[config.mk]
export PLATFORM = sky130hd
export DESIGN_NAME = lcd_rx_decoder
export DESIGN_NICKNAME = d
export VERILOG_FILES = /design/src/rtl/lcd_rx_decoder.sv
export SDC_FILE = /design/constraint.sdc
export NUM_CORES = 1
export LEC_CHECK = 0
export CAP_MARGIN = 20
export CORE_ASPECT_RATIO = 1.4
export CORE_MARGIN = 4
export CORE_UTILIZATION = 50
export DETAILED_ROUTE_END_ITERATION = 7
export HOLD_SLACK_MARGIN = 0.06
export PLACE_DENSITY_LB_ADDON = 0.15
export SYNTH_ARGS = -nofsm -noshare
export SYNTH_HDL_FRONTEND = slang
export SYNTH_SLANG_ARGS = --single-unit
[constraint.sdc]
create_clock -name PixelClk -period 3.45 [get_ports PixelClk]
set_input_delay 0.69 -clock PixelClk [delete_from_list [all_inputs] [get_ports PixelClk]]
set_output_delay 0.69 -clock PixelClk [all_outputs]
set_load 0.02 [all_outputs]
[src/rtl/lcd_rx_decoder.sv]
// lcd_rx_decoder: RGB565 parallel-LCD receiver giving pixel coordinates, measured geometry, lock and error pulses.
// Define LCD_RX_CHECKSUM_EN to enable the per-frame pixel checksum on frame_sum; otherwise frame_sum is tied to 0.
module lcd_rx_decoder #(
  parameter int VS_POL = 1,
  parameter int MAX_W  = 1024,
  parameter int MAX_H  = 600
) (
  input  logic        PixelClk,
  input  logic        nRST,
  input  logic        LCD_DE,
  input  logic        LCD_HSYNC,
  input  logic        LCD_VSYNC,
  input  logic [4:0]  LCD_R,
  input  logic [5:0]  LCD_G,
  input  logic [4:0]  LCD_B,
  output logic        pix_valid,
  output logic [15:0] pix_data,
  output logic [15:0] pix_x,
  output logic [15:0] pix_y,
  output logic        frame_done,
  output logic [15:0] active_w,
  output logic [15:0] active_h,
  output logic        locked,
  output logic        err,
  output logic [15:0] frame_sum
);
  localparam logic [1:0] SEARCH  = 2'd0;
  localparam logic [1:0] MEASURE = 2'd1;
  localparam logic [1:0] LOCKED  = 2'd2;

  // One past the limit marks a saturated counter, so a saturated line or frame never passes the lock check.
  localparam logic [15:0] MAX_W16 = 16'(MAX_W);
  localparam logic [15:0] MAX_W1  = 16'(MAX_W + 1);
  localparam logic [15:0] MAX_H16 = 16'(MAX_H);
  localparam logic [15:0] MAX_H1  = 16'(MAX_H + 1);

  logic unused_hsync;
  assign unused_hsync = LCD_HSYNC;

  logic        vs_in;
  assign vs_in = (VS_POL != 0) ? LCD_VSYNC : ~LCD_VSYNC;

  logic        de_s_q, de_s_d, vs_s_q, vs_s_d, de_p_q, de_p_d, vs_p_q, vs_p_d;
  logic [15:0] rgb_s_q, rgb_s_d;
  logic [1:0]  state_q, state_d;
  logic [15:0] x_q, x_d, y_q, y_d, first_w_q, first_w_d;
  logic        have_line_q, have_line_d, uniform_q, uniform_d;
  logic        pix_valid_q, pix_valid_d, frame_done_q, frame_done_d;
  logic        locked_q, locked_d, err_q, err_d;
  logic [15:0] pix_data_q, pix_data_d, pix_x_q, pix_x_d, pix_y_q, pix_y_d;
  logic [15:0] active_w_q, active_w_d, active_h_q, active_h_d;

  logic        fe, lc, px_ok, ovf_err, uni_eff, frame_ok;
  logic [15:0] y_inc, h_eff, fw_eff, bx, by;

  always_comb begin
    de_s_d  = LCD_DE;
    vs_s_d  = vs_in;
    rgb_s_d = {LCD_R, LCD_G, LCD_B};
    de_p_d  = de_s_q;
    vs_p_d  = vs_s_q;

    fe = vs_s_q & ~vs_p_q;
    lc = de_p_q & ~de_s_q;

    // A line closing on the frame-edge cycle still belongs to the frame being closed.
    y_inc   = (y_q >= MAX_H1) ? y_q : y_q + 16'd1;
    h_eff   = lc ? y_inc : y_q;
    fw_eff  = (lc && !have_line_q) ? x_q : first_w_q;
    uni_eff = uniform_q & ~(lc & have_line_q & (x_q != first_w_q));

    bx = (fe | lc) ? 16'd0 : x_q;
    by = fe ? 16'd0 : (lc ? y_inc : y_q);
    x_d = bx;
    y_d = by;
    px_ok   = 1'b0;
    ovf_err = 1'b0;

    first_w_d   = first_w_q;
    have_line_d = have_line_q;
    uniform_d   = uniform_q;
    if (lc) begin
      if (!have_line_q) begin
        first_w_d   = x_q;
        have_line_d = 1'b1;
      end else if (x_q != first_w_q) begin
        uniform_d = 1'b0;
      end
    end

    if (de_s_q) begin
      if (by >= MAX_H16) begin
        y_d     = MAX_H1;
        ovf_err = (by == MAX_H16);
      end else if (bx >= MAX_W16) begin
        x_d     = MAX_W1;
        ovf_err = (bx == MAX_W16);
      end else begin
        px_ok = 1'b1;
        x_d   = bx + 16'd1;
      end
    end

    state_d      = state_q;
    frame_done_d = 1'b0;
    err_d        = ovf_err;
    active_w_d   = active_w_q;
    active_h_d   = active_h_q;
    frame_ok     = (h_eff != 16'd0) && uni_eff && (fw_eff != 16'd0) &&
                   (fw_eff <= MAX_W16) && (h_eff <= MAX_H16);
    if (fe) begin
      first_w_d   = 16'd0;
      have_line_d = 1'b0;
      uniform_d   = 1'b1;
      if (state_q == SEARCH) begin
        state_d = MEASURE;
      end else begin
        frame_done_d = 1'b1;
        active_w_d   = fw_eff;
        active_h_d   = h_eff;
        if (state_q == MEASURE) begin
          if (frame_ok) state_d = LOCKED;
          else          err_d   = 1'b1;
        end else if (fw_eff != active_w_q || h_eff != active_h_q || !uni_eff) begin
          err_d   = 1'b1;
          state_d = MEASURE;
        end
      end
    end
    if (ovf_err && state_d == LOCKED) state_d = MEASURE;

    locked_d    = (state_d == LOCKED);
    pix_valid_d = px_ok;
    pix_data_d  = px_ok ? rgb_s_q : pix_data_q;
    pix_x_d     = px_ok ? bx : pix_x_q;
    pix_y_d     = px_ok ? by : pix_y_q;
  end

  always_ff @(posedge PixelClk or negedge nRST) begin
    if (!nRST) begin
      de_s_q <= 1'b0;  vs_s_q <= 1'b0;  de_p_q <= 1'b0;  vs_p_q <= 1'b0;
      rgb_s_q <= '0;   state_q <= SEARCH;
      x_q <= '0;       y_q <= '0;       first_w_q <= '0;
      have_line_q <= 1'b0;  uniform_q <= 1'b0;
      pix_valid_q <= 1'b0;  frame_done_q <= 1'b0;  locked_q <= 1'b0;  err_q <= 1'b0;
      pix_data_q <= '0;  pix_x_q <= '0;  pix_y_q <= '0;
      active_w_q <= '0;  active_h_q <= '0;
    end else begin
      de_s_q <= de_s_d;  vs_s_q <= vs_s_d;  de_p_q <= de_p_d;  vs_p_q <= vs_p_d;
      rgb_s_q <= rgb_s_d;  state_q <= state_d;
      x_q <= x_d;        y_q <= y_d;        first_w_q <= first_w_d;
      have_line_q <= have_line_d;  uniform_q <= uniform_d;
      pix_valid_q <= pix_valid_d;  frame_done_q <= frame_done_d;
      locked_q <= locked_d;        err_q <= err_d;
      pix_data_q <= pix_data_d;  pix_x_q <= pix_x_d;  pix_y_q <= pix_y_d;
      active_w_q <= active_w_d;  active_h_q <= active_h_d;
    end
  end

  assign pix_valid  = pix_valid_q;
  assign pix_data   = pix_data_q;
  assign pix_x      = pix_x_q;
  assign pix_y      = pix_y_q;
  assign frame_done = frame_done_q;
  assign active_w   = active_w_q;
  assign active_h   = active_h_q;
  assign locked     = locked_q;
  assign err        = err_q;

`ifdef LCD_RX_CHECKSUM_EN
  logic [15:0] sum_q, sum_d, frame_sum_q, frame_sum_d, px_add;

  // A pixel sampled on the frame-edge cycle starts the new frame's sum.
  always_comb begin
    px_add      = px_ok ? rgb_s_q : 16'd0;
    sum_d       = fe ? px_add : sum_q + px_add;
    frame_sum_d = frame_done_d ? sum_q : frame_sum_q;
  end

  always_ff @(posedge PixelClk or negedge nRST) begin
    if (!nRST) begin
      sum_q       <= '0;
      frame_sum_q <= '0;
    end else begin
      sum_q       <= sum_d;
      frame_sum_q <= frame_sum_d;
    end
  end

  assign frame_sum = frame_sum_q;
`else
  assign frame_sum = 16'd0;
`endif
endmodule

==> run metrics <==
status finished clean; final setup fails 0; Crit Reg-Reg Startpoint y_q[15]; Post-Route WL 19,400 um; CTS tree built; CP max stage delay 630 ps; Pleak 4.41 nW; met3 Usage GRT 0.0692; clk root buf clkbuf_16; dominant synthesized flop cell dfrtp_1; DRT Pass-1 Iters 4; CP Data Required Time 3770 ps; Final Cell Area 9430 sq um; initial antenna violation count 0; Initial Util 0.515; DRC 0; synthesized flop and latch total 156; Die Span X 112 um; fraction of layout cells with a size suffix above 1 0.103; M1 GR Usage 0.282; measured slew at the worst slew-check pin 751 ps; post-synthesis cell count 757; Fin. Hold Viols 0; Synth Warn # 0; # IOs 121; nets@finish 886; Post-synth EDFFs 0; Tot Pwr 4.59 mW; diode count 0; RSZ-0062 raised after global routing true; fillers 1,222; Final Critical Period 3330 ps; Seq/Total Area, Yosys 0.518; final period utilization 0.965; data arrival time of the worst path 3650 ps; clock buffer depth 2; CP Class register to register; Routability Congestion 0.911; Worst Hold Class input pin to async pin; async set-reset flop share out of synthesis 1.00; crit end category register; clock transition at the registers of the reported paths 70 ps; vias in the first global route 6,049; top-count cell post-synth dfrtp_1; Worst path most repeated cell buf_4; # rows 52; Clk Latency, worst-skew pair 430 ps; CP startpoint y_q[15]; IO Port Bufs 103; gr usage total 0.232; via count 5,922; WL per Instance 18.3 um; power density over the cells 486 nW/um^2; Critical Path Slowest Stage Cell or4_1; Post-Syn Area 7530 sq um; hold_buf cts 0; Num CTS Buffers 17; post-synth top area cell dfrtp_1; vias per inst 5.58; P&R area growth vs syn 25.2%; Inst Count DP 1,025; critical path peak fanout 19; number of distinct library cells after synthesis 76; pin count of the biggest net entering global routing 82; Routed Antenna Nets 0; GRT met2 Usage 0.393; Worst path top cell family by delay simple AND/OR/NAND/NOR gates; H-Tree Level Count 4; Avg Cell Area, Syn 9.95 sq um; Max Clock Freq 0.300 GHz; most frequent cells after synthesis 156 x dfrtp_1, 142 x nand2_1, 48 x o21ai_0, 44 x xnor2_1, 40 x nor2_1; slew margin rel. 0.499; Top Usage Layer GRT met2; die area 17,100 sq um; Core ar. 14,600 sq um; Layout Cells excl Fill 1,062; DP HPWL 13,700 um; Initial DRC Count 329; Overflow after GRT 0; Clock Skews 11.4 ps; Sink Count 156; total placed instance area 8740 sq um; CP Cell Sequence or4_1, nor4b_2, o2111a_1, xnor2_2, o21ai_2, a221oi_2, buf_4, buf_4, o21ai_0, and2_0, o21a_1; pins over their slew limit 0; Startpoint Class register; CP Buf/Inv Count 2; WHS 311 ps; max cap viols 0; first-pass GRT wire length 32,000 um; share of the synthesized area in the top cell type 0.518; Max IR drop VDD 0.302 mV; Die Span Y 153 um; top cells by area, synth dfrtp_1 52%, nand2_1 7.1%, xnor2_1 5.1%
-- cell type report --
class	instances	area (sq um)	share of cell area
Sequential cell	156	3910	0.414
Multi-Input combinational cell	538	3340	0.354
Timing Repair Buffer	133	1280	0.136
Clock buffer	19	433	0.0459
Tap cell	189	236	0.0251
Clock inverter	13	179	0.0190
Inverter	14	52.6	0.00557
-- placed cells by master (no fill, tap or decap), drive strengths merged, types with 8 or more instances in the layout --
master,Yosys,final
and3,9,9
buf,35,31
nand3,23,23
mux2i,19,19
nor2,40,40
and2,16,16
a21oi,9,9
clkbuf,29,19
clkdlybuf4s50,0,102
conb,1,16
o21a,8,8
nand4,12,12
xnor2,45,45
o31ai,9,9
nor4,11,11
inv,13,19
nor2b,8,8
xor2,15,15
dfrtp,156,156
nand2,144,144
o21ai,63,63
-- report_power, final --
| part | leakage (nW) | switching (mW) | total, mW | internal, mW |
|---|---|---|---|---|
| clock | 0.295 | 0.797 | 1.96 | 1.16 |
| sequential | 2.07 | 0.0858 | 2.00 | 1.91 |
| combinational | 2.04 | 0.377 | 0.634 | 0.257 |
-- stage by stage --
step	worst slack [ps]	setup TNS, ps	util
after floorplan	484	0	-
after global placement	159	0	0.597
after detailed placement	80.9	0	0.597
after CTS	38.6	0	0.639
after global routing	-36.3	-36.3	0.644
final	119	0	0.644
-- flip-flops by register name (all words and copies together) (netlist names), 2 cells and up --
| name | count |
|---|---|
| pix_x | 16 |
| active_h | 16 |
| y_q | 16 |
| rgb_s_q | 16 |
| x_q | 16 |
| pix_y | 16 |
| active_w | 16 |
| first_w_q | 16 |
| pix_data | 16 |
| state_q | 2 |
-- cells by family after synthesis --
kind of cell               Yosys count  synth area share
DFF                                156             0.518
AOI/OAI and AO/OA                  135             0.125
and+or+nand+nor                    301             0.196
muxes                               21            0.0282
other                                1          0.000498
adders and majority gates            5           0.00830
buffers and inverters               78            0.0528
xor gates and xnor gates            60            0.0707
-- metal layers --
layer  wire (um)  share of wire
met1        7910           0.41
met2        9710           0.50
met3        1300          0.067
met4         486          0.025
met5           0              0
-- worst register-to-register path: cells and delay by family, from the launching register on --
kind | cells | cell delay (ps)
compound gates | 5 | 1060
buf+inv | 2 | 410
flops | 1 | 450
simple gates | 3 | 1170
xor+xnor | 1 | 140
-- path summary, 6_finish.rpt --
check	to	slack [ps]	cells after the start
max in group asynchronous	y_q[0]	2270	2
min reg2reg	vs_p_q	420	0
min	active_w[7]	310	1
max	x_q[6]	120	11
min in group PixelClk	vs_p_q	420	0
max reg2reg	x_q[6]	120	11
-- timing repair --
action	in CTS	in global routing
setup buffers	0	5
endpoints found under the setup margin	0	6
gates resized for setup	0	7
Power figures use the tool's default switching activity.
==> RTL change, RTL diff (same settings) <==
Build with the macro `LCD_RX_CHECKSUM_EN` defined.
--- a/src/rtl/lcd_rx_decoder.sv
+++ b/src/rtl/lcd_rx_decoder.sv
@@ -1,5 +1,7 @@
 // lcd_rx_decoder: RGB565 parallel-LCD receiver giving pixel coordinates, measured geometry, lock and error pulses.
 // Define LCD_RX_CHECKSUM_EN to enable the per-frame pixel checksum on frame_sum; otherwise frame_sum is tied to 0.
+`define LCD_RX_CHECKSUM_EN
+
 module lcd_rx_decoder #(
   parameter int VS_POL = 1,
   parameter int MAX_W  = 1024,
Formal check against the unedited RTL: not equivalent (a bounded check fails within 10 cycles, from zero or initial values and one cycle with nRST low).
==> RTL change against the original RTL <==
Cell area up 39%; critical path type unchanged; routed wire length up 52%; clock skew down 1.2 ps; the flow now finishes with violations (negative setup slack); sequential cell count up 32; highest routed layer unchanged; synthesized cell count up 31%; synthesized area up 24%; worst setup slack worse by 1600 ps.
Power is not compared: it rests on default switching activity, and its combinational part moved more than twofold at a synthesized area within 25%.
==> RTL change: results (changes against the original RTL) <==
Synth Warn # 0 (unchanged); top cells by count, synth dfrtp_1, nand2_1, nor2_1; clk buf depth 2 (unchanged); DRT iter0 DRCs 694 (+110%); worst stage delay on the critical path 420 ps (-210 ps); status finished with violations; CP max FO 6 (-13); skew final 10.2 ps (-1.18 ps); worst setup margin -1490 ps (-1610 ps); top area cells in the synthesized netlist dfrtp_1, nand2_1, o21ai_0; Synth cell types 73 (-3.9%); area fraction in compound gates after synthesis 0.158 (+0.0329); # fillers 1378 (+13%); failing checks negative setup slack; Yosys top cell area share 0.505 (-0.0130); R2R Path End sum_q[12]; routed vias/inst 5.69 (+2.0%); layout cell share with drive strength beyond 1 0.243 (+0.140); cell at the slowest stage of the critical path dfrtp_1; post-synthesis adder-cell area fraction 0.0290 (+0.0207); wire length per cell 19.6 um (+7.2%); post-synthesis mux area share 0.0132 (-0.0151); wire length of the first global-routing pass 45.1 mm (+41%); final setup fails 17 (+17); PortBufs 119 (+16%); HPWL Detailed 19.8 mm (+45%); Data arrival, critical path 5250 ps (+1600 ps); GRT Util Overall 0.276 (+0.0438); Top Family by Delay on Critical Path compound AO/OA/AOI/OAI gates; vias in the first global route 8423 (+39%); R2R cell count 27 (+16); worst slew pin tran 843 ps (+91.2 ps); origin of the critical flop-to-flop path y_q[0]; largest net degree at the start of global routing 70 (-15%); gpl congestion 0.961 (+5.5%); DRT Pass-1 Iters 5 (+1); Nets 1295 (+46%); XOR/XNOR Fraction of Synth Area 0.0480 (-0.0228)
==> RTL change: final cells by class <==
class,instances,area (um2),share of cell area
sequential,188,4700,0.358
multi-input combinational,711,4700,0.358
timing repair buffer,301,2710,0.206
clock buffer,19,443,0.0337
tap,240,300,0.0229
clock inverter,13,133,0.0101
inverter,33,131,0.0100
timing repair inverter,1,11.3,0.000858
==> RTL change: power by group <==
| part | switching [mW] | internal (mW) | total, mW |
|---|---|---|---|
| Combinational | 1.25 | 1.17 | 2.42 |
| Sequential | 0.241 | 2.50 | 2.74 |
| Clock | 0.903 | 1.04 | 1.94 |
| Total | 2.39 | 4.70 | 7.10 |
==> RTL change: routing by layer <==
layer  wire length [um]  vias up  track usage
met5                  0        -            0
met4               1230        0        0.111
met3               1540       77       0.0457
met2              15100      308        0.464
met1              11600     4200        0.354
li1                   -     3984            -
==> RTL change: per-stage QoR <==
step           TNS [ps]  hold WS [ps]  instance area (um2)  setup WS, ps  instances
5_1_grt          -19580           269                13100         -1700       1506
4_1_cts          -14590           250                12800         -1440       1494
3_3_place_gp     -14620           393                11900         -1640       1446
3_5_place_dp     -15440           398                11900         -1660       1446
2_1_floorplan    -13420           352                 9490         -1500        989
6_report         -15660           229                13100         -1490       1506
==> RTL change: worst max-delay path by stage <==
stage | end | depth (start not counted) | slack (ps)
4_1_cts | sum_q[15] | 20 | -1440
5_1_grt | sum_q[12] | 26 | -1700
3_3_place_gp | sum_q[15] | 20 | -1640
6_report | sum_q[12] | 27 | -1490
3_5_place_dp | sum_q[15] | 21 | -1660
2_1_floorplan | sum_q[15] | 24 | -1500
==> RTL change: timing repair <==
action                                  in CTS  in global routing
buffers inserted                            15                  8
pin swaps                                   16                 12
endpoints found under the setup margin      35                 51
gates resized for setup                     27                 47
cloned                                       1                  7
